File: config.mk
export PLATFORM = sky130hd
export DESIGN_NAME = osd_flip_pattern_gen
export DESIGN_NICKNAME = d
export VERILOG_FILES = /design/src/rtl/osd_pkg.sv /design/src/rtl/osd_pair_walker.sv /design/src/rtl/osd_flip_pattern_gen.sv
export SDC_FILE = /design/constraint.sdc
export NUM_CORES = 1
export LEC_CHECK = 0
export ABC_AREA = 0
export CAP_MARGIN = 20
export CORE_MARGIN = 2
export CORE_UTILIZATION = 26
export CTS_BUF_LIST = sky130_fd_sc_hd__clkbuf_4
export DETAILED_ROUTE_END_ITERATION = 16
export PLACE_DENSITY_LB_ADDON = 0.3
export SKIP_CTS_REPAIR_TIMING = 1
export SLEW_MARGIN = 20
export SYNTH_ARGS = -nofsm -noshare
export SYNTH_HDL_FRONTEND = slang
export SYNTH_HIERARCHICAL = 1
export SYNTH_SLANG_ARGS = --single-unit
File: constraint.sdc
create_clock -name clk -period 3.6 [get_ports clk]
set_input_delay 0.9 -clock clk [delete_from_list [all_inputs] [get_ports clk]]
set_output_delay 0.9 -clock clk [all_outputs]
set_load 0.01 [all_outputs]
File: src/rtl/osd_pkg.sv
// Shared types and helpers for the OSD candidate pipeline:
// state encoding, default K, candidate vector type, pair count.
package osd_pkg;

    localparam int K_DEFAULT = 8;

    typedef enum logic [1:0] {
        ST_IDLE,
        ST_GEN1,
        ST_GEN2,
        ST_FIN
    } osd_state_e;

    typedef logic [K_DEFAULT-1:0] osd_cand_t;

    function automatic int n_pairs(input int k);
        return (k * (k - 1)) / 2;
    endfunction

endpackage

File: src/rtl/osd_pair_walker.sv
// Flip-position walker: i in 1-bit mode (j tracks i), then the
// lexicographic (i,j), i<j walk in 2-bit mode.
// Ports: init1/init2 load (0,0)/(0,1); step advances; mode2 picks
// the walk; pos_i/pos_j current pair; last1/last2 flag final pair.
module osd_pair_walker #(
    parameter int K  = 8,
    parameter int IW = $clog2(K) + 1
) (
    input  logic          clk,
    input  logic          rst_n,
    input  logic          init1,
    input  logic          init2,
    input  logic          step,
    input  logic          mode2,
    output logic [IW-1:0] pos_i,
    output logic [IW-1:0] pos_j,
    output logic          last1,
    output logic          last2
);

    localparam logic [IW-1:0] ONE    = IW'(1);
    localparam logic [IW-1:0] LAST   = IW'(K - 1);
    localparam logic [IW-1:0] PENULT = IW'((K > 1) ? K - 2 : 0);

    logic [IW-1:0] i_q, i_d;
    logic [IW-1:0] j_q, j_d;

    always_comb begin
        i_d = i_q;
        j_d = j_q;
        if (init1) begin
            i_d = '0;
            j_d = '0;
        end else if (init2) begin
            i_d = '0;
            j_d = ONE;
        end else if (step) begin
            if (!mode2) begin
                i_d = i_q + ONE;
                j_d = j_q + ONE;
            end else if (j_q == LAST) begin
                // row finished: next row starts just right of new i
                i_d = i_q + ONE;
                j_d = i_q + ONE + ONE;
            end else begin
                j_d = j_q + ONE;
            end
        end
    end

    always_ff @(posedge clk or negedge rst_n) begin
        if (!rst_n) begin
            i_q <= '0;
            j_q <= '0;
        end else begin
            i_q <= i_d;
            j_q <= j_d;
        end
    end

    assign pos_i = i_q;
    assign pos_j = j_q;
    assign last1 = (i_q == LAST);
    assign last2 = (i_q == PENULT) && (j_q == LAST);

endmodule

File: src/rtl/osd_flip_pattern_gen.sv
// OSD flip-pattern source: latches base_vec on start, emits all
// order-1 then order-2 flips of it, then a one-cycle done pulse.
// Ports: start/abort/enable control, base_vec in; candidate_1bit,
// valid_1bit, candidate_2bit, valid_2bit, done_2bit, flip_i,
// flip_j, busy out (all registered).
module osd_flip_pattern_gen
    import osd_pkg::*;
#(
    parameter int K  = K_DEFAULT,
    parameter int IW = $clog2(K) + 1
) (
    input  logic          clk,
    input  logic          rst_n,
    input  logic          start,
    input  logic          abort,
    input  logic          enable,
    input  logic [K-1:0]  base_vec,
    output logic [K-1:0]  candidate_1bit,
    output logic          valid_1bit,
    output logic [K-1:0]  candidate_2bit,
    output logic          valid_2bit,
    output logic          done_2bit,
    output logic [IW-1:0] flip_i,
    output logic [IW-1:0] flip_j,
    output logic          busy
);

    localparam int           N2   = n_pairs(K);
    localparam logic [K-1:0] BIT0 = K'(1);

    osd_state_e    state_q, state_d;
    logic [K-1:0]  base_q, base_d;
    logic [K-1:0]  cand1_q, cand1_d;
    logic [K-1:0]  cand2_q, cand2_d;
    logic          v1_q, v1_d;
    logic          v2_q, v2_d;
    logic          done_q, done_d;
    logic          busy_q, busy_d;
    logic [IW-1:0] fi_q, fi_d;
    logic [IW-1:0] fj_q, fj_d;

    logic          w_init1, w_init2, w_step;
    logic          w_last1, w_last2;
    logic [IW-1:0] w_i, w_j;
    logic [K-1:0]  mask_i, mask_j;

    osd_pair_walker #(
        .K  (K),
        .IW (IW)
    ) u_walker (
        .clk   (clk),
        .rst_n (rst_n),
        .init1 (w_init1),
        .init2 (w_init2),
        .step  (w_step),
        .mode2 (state_q == ST_GEN2),
        .pos_i (w_i),
        .pos_j (w_j),
        .last1 (w_last1),
        .last2 (w_last2)
    );

    assign mask_i = BIT0 << w_i;
    assign mask_j = BIT0 << w_j;

    always_comb begin
        state_d = state_q;
        base_d  = base_q;
        cand1_d = cand1_q;
        cand2_d = cand2_q;
        v1_d    = 1'b0;
        v2_d    = 1'b0;
        done_d  = 1'b0;
        busy_d  = busy_q;
        fi_d    = fi_q;
        fj_d    = fj_q;
        w_init1 = 1'b0;
        w_init2 = 1'b0;
        w_step  = 1'b0;
        unique case (state_q)
            ST_IDLE: begin
                if (start) begin
                    state_d = ST_GEN1;
                    base_d  = base_vec;
                    busy_d  = 1'b1;
                    w_init1 = 1'b1;
                end
            end
            ST_GEN1: begin
                if (abort) begin
                    state_d = ST_IDLE;
                    busy_d  = 1'b0;
                end else if (enable) begin
                    cand1_d = base_q ^ mask_i;
                    v1_d    = 1'b1;
                    fi_d    = w_i;
                    fj_d    = w_i;
                    if (!w_last1) begin
                        w_step = 1'b1;
                    end else if (N2 == 0) begin
                        state_d = ST_FIN;
                    end else begin
                        state_d = ST_GEN2;
                        w_init2 = 1'b1;
                    end
                end
            end
            ST_GEN2: begin
                if (abort) begin
                    state_d = ST_IDLE;
                    busy_d  = 1'b0;
                end else if (enable) begin
                    cand2_d = base_q ^ mask_i ^ mask_j;
                    v2_d    = 1'b1;
                    fi_d    = w_i;
                    fj_d    = w_j;
                    if (w_last2) begin
                        state_d = ST_FIN;
                    end else begin
                        w_step = 1'b1;
                    end
                end
            end
            ST_FIN: begin
                // FIN spans the done cycle too, so a start seen
                // alongside done is still ignored.
                if (abort) begin
                    state_d = ST_IDLE;
                    busy_d  = 1'b0;
                end else if (!done_q) begin
                    done_d = 1'b1;
                end else begin
                    state_d = ST_IDLE;
                    busy_d  = 1'b0;
                end
            end
            default: state_d = ST_IDLE;
        endcase
    end

    always_ff @(posedge clk or negedge rst_n) begin
        if (!rst_n) begin
            state_q <= ST_IDLE;
            base_q  <= '0;
            cand1_q <= '0;
            cand2_q <= '0;
            v1_q    <= 1'b0;
            v2_q    <= 1'b0;
            done_q  <= 1'b0;
            busy_q  <= 1'b0;
            fi_q    <= '0;
            fj_q    <= '0;
        end else begin
            state_q <= state_d;
            base_q  <= base_d;
            cand1_q <= cand1_d;
            cand2_q <= cand2_d;
            v1_q    <= v1_d;
            v2_q    <= v2_d;
            done_q  <= done_d;
            busy_q  <= busy_d;
            fi_q    <= fi_d;
            fj_q    <= fj_d;
        end
    end

    assign candidate_1bit = cand1_q;
    assign valid_1bit     = v1_q;
    assign candidate_2bit = cand2_q;
    assign valid_2bit     = v2_q;
    assign done_2bit      = done_q;
    assign flip_i         = fi_q;
    assign flip_j         = fj_q;
    assign busy           = busy_q;

endmodule

==> metrics.txt <==
Synth Net Count about 270; CTS tree built; Hold Vio Cnt, Final 0; Mean Syn Cell Area 10.8 sq um; CTS Sinks 46; H-tree depth 2; Unique masters post-synth 53; RSZ-0062 raised after global routing no; status complete, no violations; CTS Buffer Depth 2; Area growth syn-to-layout 23.0%; Initial Utilization 26.9%; P per Cell Area around 670 nW/um^2; DRC 0; Pre-antenna DRT Iters 5; max_slew headroom 60.5%; Vias 1898; Seq/Total Area, Yosys 43.6%; hold crit path type register to register; grt ovf 0; Synth Register Bits 46; Achievable Freq 398 MHz; Via density approximately 4.5; Final GP Congestion 0.866; CTS buffer count 5; first-pass GRT wire length between 9000 and 10000 um; Slew Limit Fails 0; Final setup viols 0; ys flop type dfrtp_1; Layout Nets 313; hold depth 2; required time worst endpoint a little under 4 ns; All-Layer GR Usage 11.2%; Final ANT Viol Nets 0; fin crit period between 2 and 3 ns; share of the synthesized area in the top cell type ~44%; initial antenna violation count 1; filler instances 1035; Max Cap Viol 0; Post-Synthesis Cell Area 2640 sq um; clk_lat worst skew 0.38 ns; CORE AREA 9820 sq um; Port Buffers 40; Detail Placement HPWL ~4000 um; WL/cell 13.4 um; synth top area cells dfrtp_1 44%, ha_1 5.2%, mux2_2 5.1%; CP Capture Type register; IO Count 41; Pleak 0.00138 uW; WHS 0.499 ns; non-filler cells, final around 420; layout cells sized above 1 16.2%; total die area ~11000 sq um; vias in the first global route approximately 1900; CTS root buf clkbuf_4; Die Wd about 100 um; drt total wl 5680 um; largest net degree at the start of global routing 47; area leader, netlist dfrtp_1; number of synthesized flops with an enable pin 0; Tcrit/Tclk final 69.8%; CP max FO 6; Reg2Reg Depth 9; dpl cells roughly 420; overall power 2190 uW; Post-Syn Instances 244; die height 105 um; Setup CP Type input pin to register; startpoint types input pin; Fin Setup TNS 0 ns; Synth warnings 6; 1st-iter DRT viols 120; Rows 36; Clock Pin Slew Worst Setup and Hold Paths between 0.1 and 0.15 ns; Synth async-reset ratio between 90% and 100%; Setup Skew 0.0214 ns; Max VDD drop 0.175 mV; actual slew at the worst max-slew pin 0.592 ns; Worst Path Arrival 2.76 ns; R2R Setup Slk between 1 and 1.5 ns
where the power goes:
part / internal [uW] / leakage, uW / switching [uW]
Clock: 84.5 / 0.0000356 / 171
Combinational: 565 / 0.000750 / 503
Sequential: 708 / 0.000591 / 156
final timing paths:
path / from / end
min: candidate_2bit[5]$_DFFE_PN0P_ / candidate_2bit[5]$_DFFE_PN0P_
max reg2reg: u_walker/pos_j[0]$_DFFE_PN0P_ / u_walker/pos_j[3]$_DFFE_PN0P_
min in group asynchronous: rst_n / u_walker/pos_i[2]$_DFFE_PN0P_
max: abort / u_walker/pos_j[3]$_DFFE_PN0P_
min reg2reg: candidate_2bit[5]$_DFFE_PN0P_ / candidate_2bit[5]$_DFFE_PN0P_
max in group asynchronous: rst_n / u_walker/pos_j[3]$_DFFE_PN0P_
flip-flops by register name, summed over array words and instances (netlist names):
| register | flops |
|---|---|
| u_walker/pos_i | 4 |
| valid_2bit | 1 |
| flip_j | 4 |
| candidate_2bit | 8 |
| busy | 1 |
| state_q | 2 |
| u_walker/pos_j | 4 |
| done_2bit | 1 |
| valid_1bit | 1 |
| flip_i | 4 |
| candidate_1bit | 8 |
| base_q | 8 |
cells in the mapped netlist, drive strengths merged (2+ instances only):
cell type  instances
nand2             27
and4bb             3
nor2              17
nand4b             2
a211oi             4
dfrtp             46
nor2b              5
and3               3
nor4b              4
nor3b              2
mux2              14
buf                9
nand3b             2
nor4               3
o21ai             18
nand3              5
inv               12
ha                11
mux2i              5
xor2               3
xnor2             19
a21oi             11
nor3               4
cell usage in the layout, fill, tap and decap left out, types with 4 or more instances in the layout:
| cell | count |
|---|---|
| inv_1 | 12 |
| clkbuf_4 | 6 |
| nor2_1 | 17 |
| nor2b_1 | 4 |
| o21ai_0 | 7 |
| dfrtp_1 | 46 |
| clkdlybuf4s50_1 | 39 |
| xnor2_1 | 15 |
| mux2_2 | 12 |
| nand2_1 | 27 |
| o21ai_1 | 10 |
| ha_1 | 11 |
| a21oi_1 | 10 |
| nand3_1 | 5 |
| buf_4 | 8 |
| xnor2_2 | 4 |
| mux2i_1 | 5 |
per-stage QoR:
stage,utilization [%],cell area (sq um),setup slack (ns)
after CTS,33.0,3240,1.11
after floorplan,-,2640,1.33
after detailed placement,32.4,3180,0.719
after global placement,32.4,3180,0.781
final,33.0,3240,1.09
after global routing,33.0,3240,0.936
kinds of logic (layout without fill, tap and decap cells):
kind of cell | after synthesis | in the layout | share of synthesized area [%]
XOR/XNOR | 22 | 22 | 8.44
adder cells (fa/ha/maj) | 11 | 11 | 5.22
AND/OR/NAND/NOR | 80 | 80 | 19.0
other | 0 | 1 | 0
multiplexers | 19 | 19 | 7.87
buffers and inverters | 21 | 67 | 4.46
flip-flops | 46 | 46 | 43.6
AO/OA/AOI/OAI | 45 | 45 | 11.4
layout make-up:
class / count / area [sq um] / area share, %
antenna: 1 / 2.50 / 0.0772
clock buffer: 6 / 45.0 / 1.39
clock inverter: 2 / 13.8 / 0.424
inverter: 12 / 45.0 / 1.39
multi-input combinational: 177 / 1370 / 42.2
sequential: 46 / 1150 / 35.5
tap: 133 / 166 / 5.13
timing repair buffer: 47 / 450 / 13.9
routing by layer:
| metal | GRT usage (%) | routed length, um | share of wire (%) | up-vias |
|---|---|---|---|---|
| met5 | 0 | 0 | 0 | - |
| met4 | 4.29 | 98 | 1.7 | 0 |
| met3 | 2.99 | 301 | 5.3 | 11 |
| met2 | 16.6 | 2430 | 43 | 52 |
| met1 | 15.4 | 2850 | 50 | 894 |
| li1 | - | - | - | 941 |
critical path, stage by stage:
cell	delay [ns]
clkdlybuf4s50_1	0.52
nor2b_2	0.22
nand2_1	0.09
o22ai_1	0.14
and2_1	0.26
inv_1	0.16
and3_1	0.20
a31oi_1	0.18
o31ai_2	0.09
No activity file was read; power rests on OpenSTA's default activity.
